==> src/rtl/vfd_pkg.sv <==
// Shared VFD definitions: frequency word width, frequency limits and the ramp FSM state encoding.
package vfd_pkg;

  localparam int VFD_FW   = 10;
  localparam int VFD_FMIN = 5;
  localparam int VFD_FMAX = 1000;

  typedef enum logic [1:0] {
    ST_IDLE  = 2'd0,
    ST_ACCEL = 2'd1,
    ST_RUN   = 2'd2,
    ST_DECEL = 2'd3
  } vfd_state_e;

endpackage

==> src/rtl/ramp_tick_div.sv <==
// Divides the 1 ms strobe down to one ramp tick every RAMP_MS strobes; clr holds the count at zero.
module ramp_tick_div #(
  parameter int RAMP_MS = 10
) (
  input  logic clk_sys,
  input  logic rst,
  input  logic clr,
  input  logic pluse_ms,
  output logic tick
);

  localparam int CW = (RAMP_MS > 1) ? $clog2(RAMP_MS) : 1;
  localparam logic [CW-1:0] LAST = CW'(RAMP_MS - 1);

  logic [CW-1:0] cnt;

  assign tick = pluse_ms && !clr && (cnt == LAST);

  always_ff @(posedge clk_sys or posedge rst) begin
    if (rst) begin
      cnt <= '0;
    end else if (clr) begin
      cnt <= '0;
    end else if (pluse_ms) begin
      cnt <= (cnt == LAST) ? '0 : cnt + CW'(1);
    end
  end

endmodule

==> src/rtl/vfd_ramp_ctrl.sv <==
// Soft-start/soft-stop sequencer: ramps freq_out toward the clamped target once per ramp tick,
// gates PWM enable and latches emergency stop until estop and run are both released.
module vfd_ramp_ctrl
  import vfd_pkg::*;
#(
  parameter int FW       = VFD_FW,
  parameter int FMIN     = VFD_FMIN,
  parameter int FMAX     = VFD_FMAX,
  parameter int ACC_STEP = 2,
  parameter int DEC_STEP = 2,
  parameter int RAMP_MS  = 10
) (
  input  logic          clk_sys,
  input  logic          rst,
  input  logic          pluse_ms,
  input  logic          run,
  input  logic          estop,
  input  logic [FW-1:0] freq_target,
  output logic [FW-1:0] freq_out,
  output logic          pwm_en,
  output logic          at_speed,
  output logic          fault,
  output logic [1:0]    state
);

  localparam logic [FW-1:0] FMIN_F = FW'(FMIN);
  localparam logic [FW-1:0] FMAX_F = FW'(FMAX);
  localparam logic [FW-1:0] DEC_F  = FW'(DEC_STEP);
  localparam logic [FW:0]   ACC_W  = (FW+1)'(ACC_STEP);
  localparam logic [FW:0]   DEC_W  = (FW+1)'(DEC_STEP);

  vfd_state_e    cur;
  logic          tick;
  logic [FW-1:0] tgt, floor_f, acc_next, dec_next;
  logic [FW:0]   acc_sum, floor_sum;

  // Sums are one bit wider so the saturating min/max never sees a wrapped value.
  always_comb begin
    tgt = freq_target;
    if (freq_target < FMIN_F) begin
      tgt = FMIN_F;
    end else if (freq_target > FMAX_F) begin
      tgt = FMAX_F;
    end
    acc_sum   = {1'b0, freq_out} + ACC_W;
    acc_next  = (acc_sum >= {1'b0, tgt}) ? tgt : acc_sum[FW-1:0];
    floor_f   = run ? tgt : FMIN_F;
    floor_sum = {1'b0, floor_f} + DEC_W;
    dec_next  = ({1'b0, freq_out} <= floor_sum) ? floor_f : freq_out - DEC_F;
  end

  ramp_tick_div #(.RAMP_MS(RAMP_MS)) u_tick_div (
    .clk_sys  (clk_sys),
    .rst      (rst),
    .clr      (cur == ST_IDLE),
    .pluse_ms (pluse_ms),
    .tick     (tick)
  );

  assign state = cur;

  // Direction changes take the whole cycle; the step in the new direction waits for the next tick.
  always_ff @(posedge clk_sys or posedge rst) begin
    if (rst) begin
      cur      <= ST_IDLE;
      freq_out <= '0;
      pwm_en   <= 1'b0;
      at_speed <= 1'b0;
      fault    <= 1'b0;
    end else if (estop) begin
      cur      <= ST_IDLE;
      freq_out <= '0;
      pwm_en   <= 1'b0;
      at_speed <= 1'b0;
      fault    <= 1'b1;
    end else if (fault) begin
      if (!run) fault <= 1'b0;
    end else begin
      at_speed <= 1'b0;
      case (cur)
        ST_IDLE: begin
          if (run) begin
            cur      <= ST_ACCEL;
            freq_out <= FMIN_F;
            pwm_en   <= 1'b1;
          end
        end
        ST_ACCEL: begin
          if (!run || freq_out > tgt) begin
            cur <= ST_DECEL;
          end else if (freq_out == tgt) begin
            cur      <= ST_RUN;
            at_speed <= 1'b1;
          end else if (tick) begin
            freq_out <= acc_next;
          end
        end
        ST_RUN: begin
          if (!run || freq_out > tgt) begin
            cur <= ST_DECEL;
          end else if (freq_out < tgt) begin
            cur <= ST_ACCEL;
          end else begin
            at_speed <= 1'b1;
          end
        end
        ST_DECEL: begin
          if (run && freq_out == tgt) begin
            cur      <= ST_RUN;
            at_speed <= 1'b1;
          end else if (run && freq_out < tgt) begin
            cur <= ST_ACCEL;
          end else if (tick) begin
            if (!run && freq_out == FMIN_F) begin
              cur      <= ST_IDLE;
              freq_out <= '0;
              pwm_en   <= 1'b0;
            end else begin
              freq_out <= dec_next;
            end
          end
        end
        default: cur <= ST_IDLE;
      endcase
    end
  end

endmodule

==> config.mk <==
export PLATFORM = sky130hd
export DESIGN_NAME = vfd_ramp_ctrl
export DESIGN_NICKNAME = d
export VERILOG_FILES = /design/src/rtl/vfd_pkg.sv /design/src/rtl/ramp_tick_div.sv /design/src/rtl/vfd_ramp_ctrl.sv
export SDC_FILE = /design/constraint.sdc
export NUM_CORES = 1
export LEC_CHECK = 0
export BUFFER_PORTS_ARGS = -buffer_cell sky130_fd_sc_hd__buf_4
export CAP_MARGIN = 20
export CORE_ASPECT_RATIO = 1.4
export CORE_MARGIN = 5
export CORE_UTILIZATION = 65
export CTS_BUF_LIST = sky130_fd_sc_hd__clkbuf_4
export CTS_CLUSTER_DIAMETER = 50
export CTS_CLUSTER_SIZE = 30
export DETAILED_ROUTE_END_ITERATION = 10
export PLACE_DENSITY = 0.87
export REMOVE_ABC_BUFFERS = 1
export SLEW_MARGIN = 20
export SYNTH_ARGS = -nofsm -noshare
export SYNTH_HDL_FRONTEND = slang
export SYNTH_SLANG_ARGS = --single-unit
==> constraint.sdc <==
create_clock -name clk_sys -period 5.8 [get_ports clk_sys]
set_input_delay 1.16 -clock clk_sys [delete_from_list [all_inputs] [get_ports clk_sys]]
set_output_delay 1.16 -clock clk_sys [all_outputs]
set_load 0.02 [all_outputs]
==> results.yml <==
logic_synthesis:
  netlist_area_sq_mm: 0.002618
  synth_area_leaders: "dfrtp_1 (18%), ha_1 (16%), nand2_1 (4.6%)"
  synth_most_common_cell: "ha_1"
  yosys_warnings: 0
  ys_seq_area_frac: 0.1816
  synth_top_cell_by_area: "dfrtp_1"
  synth.distinct_cells: 51
  syn_inst: 335
  synth_top_area_share: 0.1816
  ys_top_cells_by_count: "ha_1 (34), nand2_1 (32), dfrtp_1 (19), inv_1 (19), nor2_1 (19)"
  synth-async-reset-ratio: 1.000
  synth-edff-count: 0
  syn_avg_cell_area_sq_um: 7.813
  ys_seq_elements: 19
  synth-main-ff-cell: "dfrtp_1"
cts:
  worst_skew_pair.late_latency_ps: 300
  cts_resized: 0
  cts_setup_buffers: 0
  cts_tree: "yes"
  clkSinkCount: 19
  cts_root_buf: "clkbuf_4"
  htree_num_levels: 1
  cts_buffer_depth: 2
  hold_buffers: 0
  clkSlewWorstSetupHoldPaths_ps: 120
  cts_buffers: 3
setup_path:
  crit_slowest_cell: "mux2_2"
  cp_num_buf_inv: 1
  crit_cells: 18
  crit_type: "in2reg"
  end_kind: "register"
  cp.required_ps: 5980
  cp.arrival_ps: 4940
  max_stage_delay_ps: 370
  path_delay_family: "simple AND/OR/NAND/NOR gates"
  worstSetupStartpointType: "primary input"
  critPathMaxFanout: 11
  crit_chain: "buf_4 -> and3_1 -> o2111ai_1 -> o211ai_1 -> nor2_1 -> ha_1 -> nand4_1 -> nor3_1 -> xnor2_1 -> nand2_1 -> ha_1 -> nand2_1 -> or3_1 -> o21ai_0 -> or2_2 -> mux2_2 -> a221oi_1 -> a211oi_1"
  reg2reg_depth: 11
sta:
  setup_viol: 0
  hold_viol_final: 0
  grt_setup_unrepaired: "no"
  period_needed_ps: 4756
  skew_ps: 3.936
  maxSlewHeadroom: 0.5151
  setup_ws_ps: 1044
  worst_slew_pin_slew_ps: 726.5
  setup_tns_ps: 0
  fmax_mhz: 210.3
  maxSlewViolCount: 0
  period_share: 0.8200
power:
  power_w: 0.0004739
  leakagePower_nw: 1.354
  irDropWorstVdd_mv: 0.1864
  power.density_mw_per_mm2: 167.3
placed_design:
  routabilityCongestion: 0.9655
  hpwl_mm: 5.805
  port_buffers: 29
  dp_slack_ps: 741.9
route:
  vias: 2665
  vias_per_cell: 6.781
  post_drt_wl_per_cell_um: 18.92
  route.detailed.drc: 0
  drtAntennaViolNets: 0
  dr.pass1.iters: 4
  drt_iter0_drc: 200
  drt_wl_total_mm: 7.436
finish:
  fillCellCount: 337
  final_util: 0.7229
  drive_above_1_share: 0.1371
  diodes: 0
  area_delta_synth_final_pct: 8.222
  layout.nets: 400
grt:
  grt_max_degree: 27
  grt.total_usage: 0.2760
  grt_pass1_wl_mm: 12.35
  grt_antenna_before_repair: 0
  gr-total-overflow: 0
  grt_pass1_vias: 2593
floorplanning:
  initial_core_util: 0.6679
  die_w_um: 63.63
  core_area_sq_mm: 0.003919
  rows: 27
  num_io_pins: 30
  fp.dieH_um: 85.09
  die-area_sq_mm: 0.005414
run:
  cap_violations: 0
run_status:
  status: "completed"
min_path:
  holdPathStages: 2
  hold_class: "reg2reg"
## path summary, 6_finish.rpt
kind	start	endpoint	slack [ps]
max in group asynchronous	rst	freq_out[2]	4380
max reg2reg	freq_out[4]	freq_out[3]	2390
min	u_tick_div.cnt[3]	u_tick_div.cnt[3]	540
max	freq_target[5]	freq_out[2]	1040
min reg2reg	u_tick_div.cnt[3]	u_tick_div.cnt[3]	540
min in group asynchronous	rst	freq_out[9]	970
## power breakdown
| part | internal (W) | switching, W | leakage [nW] |
|---|---|---|---|
| clock | 0.0000257 | 0.0000440 | 0.0177 |
| combinational | 0.0000901 | 0.000129 | 1.08 |
| sequential | 0.000147 | 0.0000376 | 0.256 |
## cell type report
cell class	instances	area [sq um]	share of cell area
clock buffer	3	22.52	0.007951
clock inverter	1	5.005	0.001767
inverter	20	75.07	0.02650
multi-input combinational	278	1983	0.7001
sequential	19	475.5	0.1678
tap	43	53.80	0.01899
timing repair buffer	29	217.7	0.07686
## cell families (layout without fill, tap and decap cells)
group / count (synthesis) / after routing / synth area share
xor gates and xnor gates: 21 / 21 / 0.07027
adders and majority gates: 34 / 34 / 0.1625
and+or+nand+nor: 123 / 123 / 0.2424
muxes: 18 / 18 / 0.07457
DFF: 19 / 19 / 0.1816
AOI/OAI and AO/OA: 82 / 82 / 0.2079
buffers and inverters: 38 / 53 / 0.06070
## layout by cell type, fill, tap and decap left out, types with 14 or more instances in the layout
| cell | count |
|---|---|
| nor2_1 | 19 |
| nor3_1 | 14 |
| ha_1 | 34 |
| inv_1 | 19 |
| nand3_1 | 16 |
| o21ai_0 | 16 |
| a21oi_1 | 15 |
| dfrtp_1 | 19 |
| buf_4 | 29 |
| nand2_1 | 32 |
## per-layer routing
layer / GRT usage / part of all wire / vias up
met4: 0.1550 / 0.055 / 0
met3: 0.02119 / 0.061 / 40
met2: 0.4815 / 0.49 / 131
met5: 0 / 0 / -
li1: - / - / 1269
met1: 0.3271 / 0.40 / 1225
## tightest hold or removal path, delay by kind of cell (launching register included)
kind,cells,cell delay (ps)
AOI/OAI and AO/OA,1,60
DFF,1,400
and+or+nand+nor,1,50
## through the flow
stage,hold WS (ps),instance area (sq um),std cells
global route,600.9,2833,393
CTS,544.7,2833,393
detailed placement,518.9,2805,389
finish,542.7,2833,393
global placement,511.6,2805,389
floorplan,490.5,2534,317
## sequential cells by signal (all words and copies together), names as in the netlist
register and flops:
fault 1, pwm_en 1, state 2, at_speed 1
freq_out 10, u_tick_div.cnt 4
Power figures use the tool's default switching activity.
